`config.mk`:
```
export PLATFORM = sky130hd
export DESIGN_NAME = idex_stage
export DESIGN_NICKNAME = d
export VERILOG_FILES = /design/src/rtl/idex_pkg.sv /design/src/rtl/idex_stage_fwd_select.sv /design/src/rtl/idex_stage.sv
export SDC_FILE = /design/constraint.sdc
export NUM_CORES = 1
export LEC_CHECK = 0
export ABC_CLOCK_PERIOD_IN_PS = 2200
export BUFFER_PORTS_ARGS = -buffer_cell sky130_fd_sc_hd__buf_2
export CAP_MARGIN = 30
export CORE_AREA = 4 4 82 84
export CTS_CLUSTER_SIZE = 24
export DETAILED_ROUTE_END_ITERATION = 8
export DIE_AREA = 0 0 86 88
export PLACE_DENSITY_LB_ADDON = 0.05
export SYNTH_ARGS = -nofsm -noshare
export SYNTH_HDL_FRONTEND = slang
export SYNTH_HIERARCHICAL = 1
export SYNTH_SLANG_ARGS = --single-unit
```
`constraint.sdc`:
```
create_clock -name clk -period 2.2 [get_ports clk]
set_input_delay 0.55 -clock clk [delete_from_list [all_inputs] [get_ports clk]]
set_output_delay 0.55 -clock clk [all_outputs]
set_load 0.005 [all_outputs]
```
`src/rtl/idex_pkg.sv`:
```
// Shared encodings for the ID/EX stage: instruction classes, operand forward
// codes and the ALU opcode set.
package idex_pkg;

  typedef enum logic [1:0] {
    CLS_NONE = 2'b00,
    CLS_ALU  = 2'b01,
    CLS_LOAD = 2'b10,
    CLS_IMM  = 2'b11
  } instr_class_e;

  // Bit 2 selects the MEM-stage producer, bits 1:0 the kind of value forwarded.
  localparam logic [2:0] FWD_NONE     = 3'b000;
  localparam logic [2:0] FWD_EX_IMM   = 3'b001;
  localparam logic [2:0] FWD_EX_LOAD  = 3'b010;
  localparam logic [2:0] FWD_EX_ALU   = 3'b011;
  localparam logic [2:0] FWD_MEM_IMM  = 3'b101;
  localparam logic [2:0] FWD_MEM_LOAD = 3'b110;
  localparam logic [2:0] FWD_MEM_ALU  = 3'b111;

  localparam logic [4:0] OP_NOP = 5'h00;
  localparam logic [4:0] OP_ADD = 5'h01;
  localparam logic [4:0] OP_SUB = 5'h02;
  localparam logic [4:0] OP_AND = 5'h03;
  localparam logic [4:0] OP_OR  = 5'h04;
  localparam logic [4:0] OP_XOR = 5'h05;
  localparam logic [4:0] OP_LDI = 5'h10;
  localparam logic [4:0] OP_LD  = 5'h11;

  function automatic logic [2:0] fwd_code_for(input logic [1:0] cls, input logic mem_stage);
    logic [2:0] code;
    case (instr_class_e'(cls))
      CLS_ALU:  code = mem_stage ? FWD_MEM_ALU  : FWD_EX_ALU;
      CLS_LOAD: code = mem_stage ? FWD_MEM_LOAD : FWD_EX_LOAD;
      CLS_IMM:  code = mem_stage ? FWD_MEM_IMM  : FWD_EX_IMM;
      default:  code = FWD_NONE;
    endcase
    return code;
  endfunction

endpackage

```
`src/rtl/idex_stage_fwd_select.sv`:
```
// Combinational forward-code selection for one source operand; the instruction
// currently in EX takes priority over the one in MEM.
module fwd_select
  import idex_pkg::*;
(
  input  logic [3:0] src_addr,
  input  logic       use_src,
  input  logic       idex_valid,
  input  logic [1:0] idex_class,
  input  logic [3:0] idex_dest_addr,
  input  logic       exmem_valid,
  input  logic [1:0] exmem_class,
  input  logic [3:0] exmem_dest_addr,
  output logic [2:0] fwd_code
);

  logic near_match;
  logic far_match;

  always_comb begin
    near_match = use_src && idex_valid && (idex_class != CLS_NONE) &&
                 (idex_dest_addr == src_addr);
    far_match  = use_src && exmem_valid && (exmem_class != CLS_NONE) &&
                 (exmem_dest_addr == src_addr);
    fwd_code   = FWD_NONE;
    if (near_match) begin
      fwd_code = fwd_code_for(idex_class, 1'b0);
    end else if (far_match) begin
      fwd_code = fwd_code_for(exmem_class, 1'b1);
    end
  end

endmodule

```
`src/rtl/idex_stage.sv`:
```
// ID/EX pipeline register with registered forward selects, write-back bypass,
// hold/flush handling and an optional one-bubble load-use interlock.
module idex_stage
  import idex_pkg::*;
#(
  parameter bit LOAD_USE_STALL = 1'b0,
  parameter int DATA_W         = 8
) (
  input  logic              clk,
  input  logic              rst_n,
  input  logic              hold,
  input  logic              flush,
  input  logic              ifid_valid,
  input  logic [4:0]        ifid_opcode,
  input  logic [1:0]        ifid_class,
  input  logic [3:0]        ifid_r1_addr,
  input  logic [3:0]        ifid_r2_addr,
  input  logic [3:0]        ifid_dest_addr,
  input  logic              ifid_use_r1,
  input  logic              ifid_use_r2,
  input  logic [DATA_W-1:0] rf_r1_data,
  input  logic [DATA_W-1:0] rf_r2_data,
  input  logic              wb_en,
  input  logic [3:0]        wb_addr,
  input  logic [DATA_W-1:0] wb_data,
  input  logic              exmem_valid,
  input  logic [1:0]        exmem_class,
  input  logic [3:0]        exmem_dest_addr,
  output logic              idex_valid,
  output logic [4:0]        idex_opcode,
  output logic [1:0]        idex_class,
  output logic [3:0]        idex_r1_addr,
  output logic [3:0]        idex_r2_addr,
  output logic [3:0]        idex_dest_addr,
  output logic [DATA_W-1:0] idex_r1_data,
  output logic [DATA_W-1:0] idex_r2_data,
  output logic [2:0]        forward_a,
  output logic [2:0]        forward_b,
  output logic              stall_out
);

  logic              valid_reg;
  logic [4:0]        opcode_reg;
  logic [1:0]        class_reg;
  logic [3:0]        r1_addr_reg;
  logic [3:0]        r2_addr_reg;
  logic [3:0]        dest_reg;
  logic [DATA_W-1:0] r1_data_reg;
  logic [DATA_W-1:0] r2_data_reg;
  logic [2:0]        fwd_a_reg;
  logic [2:0]        fwd_b_reg;

  logic [1:0][3:0]        src_addr;
  logic [1:0]             use_src;
  logic [1:0][DATA_W-1:0] rf_data;
  logic [1:0][DATA_W-1:0] opnd_next;
  logic [1:0][2:0]        fwd_next;
  logic                   load_use;
  logic                   advance;
  logic                   slot_live;

  assign src_addr = {ifid_r2_addr, ifid_r1_addr};
  assign use_src  = {ifid_use_r2, ifid_use_r1};
  assign rf_data  = {rf_r2_data, rf_r1_data};

  // The write-back bypass only matters when no younger producer is forwarded.
  genvar gi;
  generate
    for (gi = 0; gi < 2; gi++) begin : g_opnd
      fwd_select u_fwd_select (
        .src_addr        (src_addr[gi]),
        .use_src         (use_src[gi]),
        .idex_valid      (valid_reg),
        .idex_class      (class_reg),
        .idex_dest_addr  (dest_reg),
        .exmem_valid     (exmem_valid),
        .exmem_class     (exmem_class),
        .exmem_dest_addr (exmem_dest_addr),
        .fwd_code        (fwd_next[gi])
      );

      assign opnd_next[gi] = (fwd_next[gi] == FWD_NONE && wb_en && wb_addr == src_addr[gi])
                             ? wb_data : rf_data[gi];
    end
  endgenerate

  // A near LOAD match means the data is not ready yet; wait one cycle for MEM.
  generate
    if (LOAD_USE_STALL) begin : g_stall
      assign load_use = !hold && (fwd_next[0] == FWD_EX_LOAD || fwd_next[1] == FWD_EX_LOAD);
    end else begin : g_no_stall
      assign load_use = 1'b0;
    end
  endgenerate

  assign advance   = !hold && !load_use;
  assign slot_live = ifid_valid && !flush;

  always_ff @(posedge clk or negedge rst_n) begin
    if (!rst_n) begin
      valid_reg   <= 1'b0;
      opcode_reg  <= '0;
      class_reg   <= CLS_NONE;
      r1_addr_reg <= '0;
      r2_addr_reg <= '0;
      dest_reg    <= '0;
      r1_data_reg <= '0;
      r2_data_reg <= '0;
      fwd_a_reg   <= FWD_NONE;
      fwd_b_reg   <= FWD_NONE;
    end else if (advance) begin
      valid_reg   <= slot_live;
      opcode_reg  <= ifid_opcode;
      class_reg   <= slot_live ? ifid_class : CLS_NONE;
      r1_addr_reg <= ifid_r1_addr;
      r2_addr_reg <= ifid_r2_addr;
      dest_reg    <= ifid_dest_addr;
      r1_data_reg <= opnd_next[0];
      r2_data_reg <= opnd_next[1];
      fwd_a_reg   <= slot_live ? fwd_next[0] : FWD_NONE;
      fwd_b_reg   <= slot_live ? fwd_next[1] : FWD_NONE;
    end else if (!hold) begin
      // load-use bubble: EX becomes empty while IF/ID holds its instruction
      valid_reg   <= 1'b0;
      class_reg   <= CLS_NONE;
      fwd_a_reg   <= FWD_NONE;
      fwd_b_reg   <= FWD_NONE;
    end
  end

  assign idex_valid     = valid_reg;
  assign idex_opcode    = opcode_reg;
  assign idex_class     = class_reg;
  assign idex_r1_addr   = r1_addr_reg;
  assign idex_r2_addr   = r2_addr_reg;
  assign idex_dest_addr = dest_reg;
  assign idex_r1_data   = r1_data_reg;
  assign idex_r2_data   = r2_data_reg;
  assign forward_a      = fwd_a_reg;
  assign forward_b      = fwd_b_reg;
  assign stall_out      = load_use;

endmodule

```
* Word level (Yosys, flattened, before mapping)
Cells that the tools add are included.
** Word-level totals
- Output and inout port bits :: 43
- Register bits after elaboration :: 42
- Input bits :: 62
** Cells by class
- Reduce and logical (&&, ||, !) cells :: 22
- Eq/ne operators :: 12
- Multiplexer cells :: 11
** Operator list (number)
- 4-bit == test :: 6
- 3-bit two-way mux :: 6
- 1-bit logical AND :: 17
- 8-bit two-way mux :: 2
- 3-bit case mux with 3 select lines :: 1
- 2-bit == test, second input constant :: 4
- 3-bit logical NOT :: 2
- 2-bit case mux with 3 select lines :: 1
- 2-bit by 1-bit == test with 1-bit output, second input constant :: 2
- 2-bit nonzero test :: 2
- 2-bit two-way mux :: 1
- 1-bit logical NOT :: 1

* Logic depth before layout (Yosys ltp)
Gate-level depths: netlist (run 1).
- Depth in word-level cells :: 9
- Mapped depth :: 10
- Gate-level depth less buffers :: 9

* Hierarchy
The synthesis (run 1) kept the hierarchy.
** Modules (own cells, without submodules)
- idex_stage :: area an instance 1973.1 um2, times used 1, seq. area each 1051.0 um2, cells each 164
- fwd_select :: area an instance 266.5 um2, times used 2, seq. area each 0.0 um2, cells each 31

* Least setup slack after synthesis (run 1)
OpenSTA, ideal clock, no wires.
- Kind :: reg-to-reg
- Start :: reg class_reg[0], in the netlist idex_class[0]
- End :: reg r1_data_reg[0], in the netlist idex_r1_data[0]
- Required time :: 2.123 ns
- Path slack :: -0.155 ns
- Cell stages (with the launch flop) :: 11
- Arrival :: 2.277 ns
- Path through :: dfrtp_1 inv_1 ha_1 nor3_2 nand4_2 mux2_4 nor4b_1 and2_1 buf_2 a41oi_1 a21oi_1
** RTL lines
- start: declaration :: RTL line idex_stage.sv:44 : logic [1:0] class_reg;
- start signal: assignment :: RTL line idex_stage.sv:114 : class_reg <= slot_live ? ifid_class : CLS_NONE;
- end signal: assignment :: RTL line idex_stage.sv:118 : r1_data_reg <= opnd_next[0];
- end: declaration :: RTL line idex_stage.sv:48 : logic [DATA_W-1:0] r1_data_reg;

==> results of run 1 <==
worst max path at each step:
stage,start,to,slack (ns),cells past startpoint
floorplan,ifid_r2_addr[2],idex_r2_data[0],0.004,9
global placement,ifid_r2_addr[2],idex_r2_data[3],-0.37,9
detailed placement,ifid_r1_addr[2],idex_r1_data[2],-0.40,9
CTS,idex_dest_addr[2],idex_r1_data[5],-0.01,9
global route,idex_class[0],idex_r1_data[1],-0.14,10
finish,idex_class[0],idex_r1_data[2],0.03,10
power by group through the flow:
| stage | registers (mW) | logic, mW | clock network, mW |
|---|---|---|---|
| floorplan | 0.897 | 0.216 | 0 |
| global placement | 0.892 | 0.460 | 0 |
| detailed placement | 0.893 | 0.466 | 0 |
| CTS | 0.878 | 0.492 | 0.623 |
| global route | 0.889 | 0.559 | 0.656 |
| finish | 0.879 | 0.507 | 0.610 |
area by class of cell:
| type | count | area share |
|---|---|---|
| Clock buffer | 6 | 0.0201 |
| Tap cell | 75 | 0.0261 |
| Inverter | 8 | 0.00834 |
| Timing Repair Buffer | 141 | 0.223 |
| Multi-Input combinational cell | 165 | 0.420 |
| Sequential cell | 42 | 0.292 |
| Clock inverter | 2 | 0.0104 |
critical path, stage by stage, from the launching register on:
cell and delay [ns]:
dfrtp_2 0.44, inv_2 0.07, ha_4 0.17, nor3_4 0.11, nand4_2 0.13, buf_6 0.15
mux2i_2 0.17, nor4b_4 0.33, and2_4 0.24, a41oi_2 0.12, a21oi_2 0.18
sequential cells by signal, summed over array words and instances, names as in the netlist:
name            cells
forward_a           3
forward_b           3
idex_class          2
idex_dest_addr      4
idex_opcode         5
idex_r1_addr        4
idex_r1_data        8
idex_r2_addr        4
idex_r2_data        8
idex_valid          1
layer usage:
layer	up-vias	global-route usage	wire length (um)
met2	63	0.297	3200
met1	1042	0.249	3260
met4	0	0.0446	38
met5	-	0	0
met3	5	0.0499	484
li1	1090	-	-
cells in the mapped netlist:
library cell	instances	area, um^2
nand4_2	2	25.0
a21o_1	1	7.51
and3_1	2	12.5
nor4b_1	2	17.5
nand2_1	6	22.5
dfrtp_1	42	1050
mux2_4	2	30.0
o21bai_1	2	15.0
buf_6	3	33.8
o211ai_1	2	15.0
a41oi_1	16	140
inv_1	8	30.0
xnor2_2	1	16.3
mux2i_1	2	20.0
mux2_2	17	191
buf_4	2	15.0
or3b_1	1	8.76
a21oi_1	16	80.1
o21ai_1	16	80.1
clkbuf_1	3	11.3
buf_2	2	10.0
and2_1	2	12.5
ha_1	14	175
nor2_1	2	7.51
a22o_1	8	70.1
conb_1	1	3.75
dlymetal6s2s_1	1	12.5
xnor2_1	9	78.8
or3_1	1	6.26
nor2b_1	11	68.8
and3_2	2	15.0
xor2_1	15	131
nor3b_1	1	7.51
nor3_1	4	20.0
and2b_2	5	43.8
nor3_2	2	20.0
per-stage QoR:
step	hold WS, ns	cell area, um^2	cells	TNS, ns	utilization
after floorplan	0.254	2520	226	0	-
after global placement	0.483	3300	427	-5.13	0.558
after detailed placement	0.488	3310	428	-5.63	0.559
after CTS	0.336	3520	439	-0.0349	0.595
after global routing	0.355	3600	439	-1.41	0.608
final	0.326	3600	439	0	0.608
timing repair:
action / 4_1_cts / 5_1_grt
buffers inserted: 3 / 0
gates resized for setup: 20 / 14
setup endpoints to repair: 16 / 16
pin swaps: 18 / 11
cells by family (layout without fill, tap and decap cells):
kind of cell | Yosys count | count (layout) | share of synthesized area
DFF | 42 | 42 | 0.419
and+or+nand+nor | 43 | 43 | 0.115
buffers and inverters | 19 | 157 | 0.0449
other | 1 | 1 | 0.00150
AOI/OAI and AO/OA | 61 | 61 | 0.163
xor gates and xnor gates | 25 | 25 | 0.0904
adders and majority gates | 14 | 14 | 0.0699
muxes | 21 | 21 | 0.0964
==> summary.md, run 1 <==
| Metric | Value |
|---|---|
| Total Power | `2.00 mW` |
| Htree depth | `2` |
| Layout cells sized above 1 | `0.563` |
| Avg Inst Size Synth | `11.1 um^2` |
| Worst hold-check path type | `in -> async` |
| CTS tree | `done` |
| Worst slew margin | `0.560` |
| Number of diodes | `0` |
| Initial antenna violation count | `0` |
| VDD IR max | `0.000457 V` |
| Fin. Hold Viols | `0` |
| Io pins | `105` |
| Final setup viols | `0` |
| Number of global-route vias before repair | `2,225` |
| Post-DRT Antenna Nets | `0` |
| Core Area | `5920 um^2` |
| Die Ht | `88 um` |
| CP endpoint kind | `register` |
| Clk pwr share | `0.306` |
| Clk slew on worst S/H paths | `0.09 ns` |
| Final net count | `439` |
| R2r setup slk | `0.03 ns` |
| Crit path arrival time | `2.39 ns` |
| Synthesized area | `2510 um^2` |
| Wire length per cell | `15.9 um` |
| Syn_nets | `302` |
| Sw frac | `0.285` |
| Worst r2r dst | `idex_r1_data[2]` |
| DR iter-0 viols | `24` |
| Gp weighted congestion | `0.811` |
| Reg area | `1050 um^2` |
| Final WS setup | `0.0293 ns` |
| Routed wire length | `6990 um` |
| Multi-input logic area | `1510 um^2` |
| TritonCTS Sinks | `42` |
| Root Driver | `clkbuf_8` |
| CP Launch Type | `register` |
| Die Wd | `86 um` |
| Via count | `2,200` |
| Critical path type | `reg -> reg` |
| RSZ-0062 raised after global routing | `true` |
| Worst-margin pin slew | `0.658 ns` |
| Fmax | `461 MHz` |
| Outcome | `finished, final reports clean` |
| Flops & latches, synth | `42` |
| Drt first pass iters | `4` |
| Final period util | `0.987` |
| CTS buffer count | `5` |
| Sw power | `0.569 mW` |
| Initial core utilization | `0.423` |
| First-pass GRT wire length | `11,000 um` |
| Leak | `1.76 nW` |
| Tmin final | `2.17 ns` |
| Comb power frac | `0.254` |
| Max clock buf depth | `2` |
| Total gr overflow | `0` |
| Fillers | `557` |
| FF-to-FF Start | `idex_class[0]` |
| Remaining DRCs | `0` |
| CP Data Required Time | `2.42 ns` |
| Std cell rows | `28` |
| Commonest non-fill, non-tap cells in the layout | `buf_2 (104), dfrtp_1 (40), buf_4 (36)` |
| Full die area | `7570 um^2` |
| Fin. max-slew vios | `0` |
| Worst Skew | `0.00901 ns` |
| Worst-Skew Late Latency | `0.29 ns` |
| Hold Buf Count CTS | `0` |
| Largest net degree at the start of global routing | `59` |
| Commonest non-fill, non-tap cell in the layout | `buf_2` |
| Flop pwr share | `0.440` |
| PortBufs | `103` |
| Register area share after synthesis | `0.419` |
| Syn Inst Count | `226` |
| Tot GR Track Use | `0.185` |
| Pwr/cell area | `554 nW/um^2` |
| R2R cell count | `10` |
| Area grow syn2layout | `43.7%` |
| Vias per cell | `5.01` |
| Yosys warns | `6` |
| Internal power | `1.43 mW` |
| Max Cap Viol | `0` |
| Crit-path max FO | `8` |
| HPWL Detailed | `5330 um` |
| Yosys cell types | `36` |
| Worst slack, placed | `-0.401 ns` |
No activity file was read; power rests on OpenSTA's default activity.
==> run 2, diff against run 1 <==
--- a/config.mk
+++ b/config.mk
@@ -12,7 +12,9 @@
 export CTS_CLUSTER_SIZE = 24
 export DETAILED_ROUTE_END_ITERATION = 8
 export DIE_AREA = 0 0 86 88
+export HOLD_SLACK_MARGIN = 0.1
 export PLACE_DENSITY_LB_ADDON = 0.05
+export RECOVER_POWER = 50
 export SYNTH_ARGS = -nofsm -noshare
 export SYNTH_HDL_FRONTEND = slang
 export SYNTH_HIERARCHICAL = 1
==> run 2 against run 1 <==
Via count is 0.18% lower. Sequential cell count unchanged. First-iteration DRC count stayed put. Critical path depth fell by 1. Final cell count did not move.
==> summary.md, run 2 (same netlist as run 1, synthesis figures left out) <==
| Metric | Value |
|---|---|
| Crit path buf inv count | `1` |
| Internal power | `1.42 mW` |
| Layout cells sized above 1 | `0.549` |
| Post-DRT Antenna Nets | `0` |
| Core Area | `5920 um^2` |
| Hold Buf Count CTS | `0` |
| Cell depth of the worst setup path | `9` |
| Max clock buf depth | `2` |
| Gp weighted congestion | `0.811` |
| Htree depth | `2` |
| Crit path arrival time | `2.39 ns` |
| Full die area | `7570 um^2` |
| Total gr overflow | `0` |
| Clk slew on worst S/H paths | `0.09 ns` |
| Clk pwr share | `0.306` |
| Routed wire length | `6980 um` |
| Crit-path leading delay family | `simple AND/OR/NAND/NOR gates` |
| Root Driver | `clkbuf_8` |
| Number of diodes | `0` |
| Max Cap Viol | `0` |
| CTS tree | `done` |
| Worst Skew | `0.00901 ns` |
| CP Data Required Time | `2.42 ns` |
| Worst-margin pin slew | `1.09 ns` |
| Worst hold-check path type | `in -> reg` |
| Remaining DRCs | `0` |
| First-pass GRT wire length | `11,000 um` |
| CP endpoint kind | `register` |
| Worst slew margin | `0.276` |
| Sw frac | `0.285` |
| Die Wd | `86 um` |
| Sw power | `0.569 mW` |
| Std cell rows | `28` |
| Comb power frac | `0.253` |
| Final net count | `439` |
| RSZ-0062 raised after global routing | `true` |
| Io pins | `105` |
| Fin. Hold Viols | `0` |
| Outcome | `finished, final reports clean` |
| Die Ht | `88 um` |
| Drt first pass iters | `4` |
| PortBufs | `103` |
| Worst r2r dst | `idex_r1_data[2]` |
| R2r setup slk | `0.03 ns` |
| R2R cell count | `9` |
| Worst setup path start | `idex_dest_addr[2]` |
| Largest net degree at the start of global routing | `59` |
| Critical Path, Cell by Cell | `xor2_2 > nor3_4 > nand4_2 > buf_6 > mux2i_2 > nor4b_4 > and2_4 > a41oi_2 > a21oi_2` |
| Flop pwr share | `0.441` |
| Vias per cell | `5.00` |
| Leak | `1.74 nW` |
| Wire length per cell | `15.9 um` |
| VDD IR max | `0.000457 V` |
| TritonCTS Sinks | `42` |
| Final setup viols | `0` |
| Critical-path top delay cell | `dfrtp_2` |
| Worst-Skew Late Latency | `0.29 ns` |
| Commonest non-fill, non-tap cell in the layout | `buf_2` |
| Fillers | `561` |
| Critical path type | `reg -> reg` |
| Initial antenna violation count | `0` |
| Commonest non-fill, non-tap cells in the layout | `buf_2 (99), dfrtp_1 (40), buf_4 (35)` |
| Fmax | `461 MHz` |
| CTS buffer count | `5` |
| Pwr/cell area | `555 nW/um^2` |
| Initial core utilization | `0.423` |
| End of the critical path | `idex_r1_data[2]` |
| Area grow syn2layout | `43.4%` |
| Fin. max-slew vios | `0` |
| Via count | `2,196` |
| CP max stage delay | `0.45 ns` |
| Crit-path max FO | `8` |
| Final core utilization | `0.607` |
| DR iter-0 viols | `24` |
| Number of global-route vias before repair | `2,225` |
| FF-to-FF Start | `idex_dest_addr[2]` |
| CP Launch Type | `register` |
| Tot GR Track Use | `0.185` |
| Tmin final | `2.17 ns` |
| Total Power | `1.99 mW` |
| Final period util | `0.987` |
| HPWL Detailed | `5330 um` |
[run 2: cell types whose count changed in the layout (fill, tap and decap cells not counted), sizes merged]
cell	before	now
buf	141	135
clkbuf	6	12
[run 2: worst min path at each step]
stage               cells after the start              end             from
global placement                        1   idex_opcode[2]   idex_opcode[2]
floorplan                               0     forward_a[0]            rst_n
global route                            2   idex_opcode[0]   ifid_opcode[0]
finish                                  2    idex_class[0]    ifid_class[0]
CTS                                     2  idex_r1_data[1]            rst_n
detailed placement                      1  idex_r1_addr[2]  idex_r1_addr[2]
[run 2: stage by stage]
step | instances | cell area, um^2 | setup TNS [ns] | hold WS, ns | setup WS, ns
finish | 439 | 3590 | 0 | 0.484 | 0.0294
global placement | 427 | 3300 | -5.13 | 0.483 | -0.365
CTS | 439 | 3520 | -0.0349 | 0.336 | -0.0119
global route | 439 | 3590 | -1.41 | 0.476 | -0.141
floorplan | 226 | 2520 | 0 | 0.254 | 0.00352
detailed placement | 428 | 3310 | -5.63 | 0.488 | -0.401
[run 2: layer usage]
| metal | global-route usage | vias up | part of all wire |
|---|---|---|---|
| li1 | - | 1090 | - |
| met1 | 0.249 | 1038 | 0.47 |
| met4 | 0.0446 | 0 | 0.0054 |
| met5 | 0 | - | 0 |
| met3 | 0.0499 | 5 | 0.070 |
| met2 | 0.297 | 63 | 0.46 |
[run 2: cell type report]
class	instances	area, um^2	share of cell area
multi-input combinational	165	1510	0.421
sequential	42	1050	0.293
tap	75	93.8	0.0261
timing repair buffer	141	793	0.221
inverter	8	30.0	0.00836
clock inverter	2	37.5	0.0104
clock buffer	6	72.6	0.0202
[run 2: timing repair]
item	CTS	global route
endpoints found under the hold margin	0	0
pin swaps	18	11
resized for setup	20	14
endpoints found under the setup margin	16	16
buffers inserted	3	0
[run 2: power groups by stage]
stage	Sequential, mW	Clock, mW	Combinational [mW]
floorplan	0.897	0	0.216
finish	0.879	0.611	0.504
global placement	0.892	0	0.460
CTS	0.878	0.623	0.492
detailed placement	0.893	0	0.466
global route	0.890	0.656	0.556
==> run 3, diff against run 2 <==
==> constraint.sdc (replaced) <==
create_clock -name clk -period 2.2 [get_ports clk]
set_input_delay 0.55 -clock clk [delete_from_list [all_inputs] [get_ports clk]]
set_output_delay 0.55 -clock clk [all_outputs]
set_load 0.05 [all_outputs]
==> run 3 against run 2 <==
Sequential power about the same. Total power up 9.4%. Global-route usage down 1.1 points. Register-to-register slack worse by 0.02 ns. Wire length down 7.3%. Largest cell class unchanged. Sequential share of layout area up 1.2 points. Via count down 2.6%. Count of clock-buffer cells in the layout down 1. First-iteration DRC count rose to 2.5 times the previous value. Critical path depth down 1. Highest routed layer unchanged. Clock power down 2%.
==> summary.md, run 3 (same netlist as run 1, synthesis figures left out) <==
| Metric | Value |
|---|---|
| Outcome | `finished, final reports clean` |
| Root Driver | `clkbuf_8` |
| CP Data Required Time | `2.42 ns` |
| Die Ht | `88 um` |
| CP Launch Type | `register` |
| Fmax | `455 MHz` |
| HPWL Detailed | `5160 um` |
| Clk slew on worst S/H paths | `0.08 ns` |
| Number of global-route vias before repair | `2,128` |
| Final setup viols | `0` |
| Via count | `2,140` |
| CP endpoint kind | `register` |
| Wire length per cell | `15.0 um` |
| VDD IR max | `0.000421 V` |
| Final core utilization | `0.585` |
| TritonCTS Sinks | `42` |
| Drt first pass iters | `5` |
| R2R cell count | `8` |
| Area grow syn2layout | `38.3%` |
| Routed wire length | `6470 um` |
| Htree depth | `2` |
| Worst slack, placed | `-0.358 ns` |
| Worst slew margin | `0.311` |
| Final net count | `432` |
| Remaining DRCs | `0` |
| Initial core utilization | `0.423` |
| Crit-path max FO | `8` |
| Setup_tns | `0 ns` |
| Gp weighted congestion | `0.789` |
| Max Cap Viol | `0` |
| PortBufs | `103` |
| Commonest non-fill, non-tap cell in the layout | `buf_2` |
| First-pass GRT wire length | `10,400 um` |
| Hold Path Origin | `ifid_class[0]` |
| Final period util | `0.998` |
| Fin. max-slew vios | `0` |
| Post-DRT Antenna Nets | `0` |
| Leak | `1.70 nW` |
| Placed Cells | `424` |
| Initial antenna violation count | `0` |
| CTS tree | `done` |
| Worst hold-check path type | `in -> reg` |
| Full die area | `7570 um^2` |
| Io pins | `105` |
| Pwr/cell area | `630 nW/um^2` |
| Multi-input logic area | `1440 um^2` |
| Hold Buf Count CTS | `0` |
| Fillers | `551` |
| Vias per cell | `4.95` |
| Final Cell Area | `3470 um^2` |
| Core Area | `5920 um^2` |
| Reg area | `1060 um^2` |
| Worst r2r dst | `idex_r1_data[3]` |
| Die Wd | `86 um` |
| DR iter-0 viols | `60` |
| CTS buffer count | `5` |
| Tmin final | `2.20 ns` |
| Largest net degree at the start of global routing | `43` |
| Post-CTS setup buffer count | `0` |
| FF-to-FF Start | `idex_dest_addr[2]` |
| R2r setup slk | `0.004 ns` |
| Worst hold endpoint | `idex_class[0]` |
| Commonest non-fill, non-tap cells in the layout | `buf_2 (102), dfrtp_1 (38), buf_4 (29)` |
| Total gr overflow | `0` |
| Critical path type | `reg -> reg` |
| Max clock buf depth | `2` |
| Placed Area | `3290 um^2` |
| Layout cells sized above 1 | `0.541` |
| Hold Path Depth | `2` |
| Final WS setup | `0.00440 ns` |
| Crit path arrival time | `2.42 ns` |
| Worst-Skew Late Latency | `0.29 ns` |
| Std cell rows | `28` |
| Tot GR Track Use | `0.174` |
| Worst-margin pin slew | `1.03 ns` |
| Post-route insts no fill | `432` |
| Fin. Hold Viols | `0` |
| Worst Skew | `0.00580 ns` |
| RSZ-0062 raised after global routing | `true` |
| Number of diodes | `0` |
-- run 3: cell count changes in the layout (fill, tap and decap cells not counted), moves of 3 or more --
cell and change:
a41oi_1 +3, a41oi_2 -3, buf_4 -6, buf_2 +3, clkbuf_1 -4
-- run 3: repair_timing --
action	4_1_cts	5_1_grt
gates resized for setup	8	8
endpoints found under the setup margin	16	16
pin swaps	0	5
hold endpoints to repair	0	0
-- run 3: per-stage QoR --
stage	power, mW	hold slack (ns)
final	2.18	0.473
after global routing	2.30	0.469
after CTS	2.20	0.335
after detailed placement	1.59	0.488
after global placement	1.58	0.485
after floorplan	1.35	0.254
-- run 3: worst max path at each step --
stage / slack [ns] / cells past startpoint / from / to
6_report: 0.004 / 8 / idex_dest_addr[2] / idex_r1_data[3]
5_1_grt: -0.11 / 8 / idex_dest_addr[2] / idex_r1_data[1]
4_1_cts: -0.006 / 8 / idex_dest_addr[2] / idex_r1_data[5]
3_5_place_dp: -0.36 / 9 / ifid_r1_addr[2] / idex_r1_data[5]
3_3_place_gp: -0.28 / 9 / ifid_r1_addr[2] / idex_r1_data[5]
2_1_floorplan: 0.01 / 10 / idex_class[0] / idex_r1_data[0]
-- run 3: power breakdown --
part           internal (mW)  leakage [nW]  switching (mW)
registers              0.837         0.496          0.0412
logic                  0.237          1.15           0.469
clock network          0.334        0.0579           0.264
-- run 3: critical path, stage by stage (launching register included) --
cell and delay [ns]:
dfrtp_2 0.43, xor2_1 0.15, nor3_2 0.21, nand4_2 0.17, mux2_4 0.36, nor4b_4 0.25
and2_4 0.25, a41oi_1 0.14, a21oi_1 0.16
-- run 3: routing by layer --
layer	track usage	wire, um
met1	0.230	3010
met2	0.272	2830
met3	0.0611	575
met4	0.0475	59
met5	0	0
-- run 3: area by class of cell --
class / instances / area share
clock inverters: 3 / 0.0116
repair buffers: 134 / 0.214
multi-input cells: 165 / 0.414
well taps: 75 / 0.0271
clock buffers: 5 / 0.0199
flip-flops and latches: 42 / 0.305
inverters: 8 / 0.00866
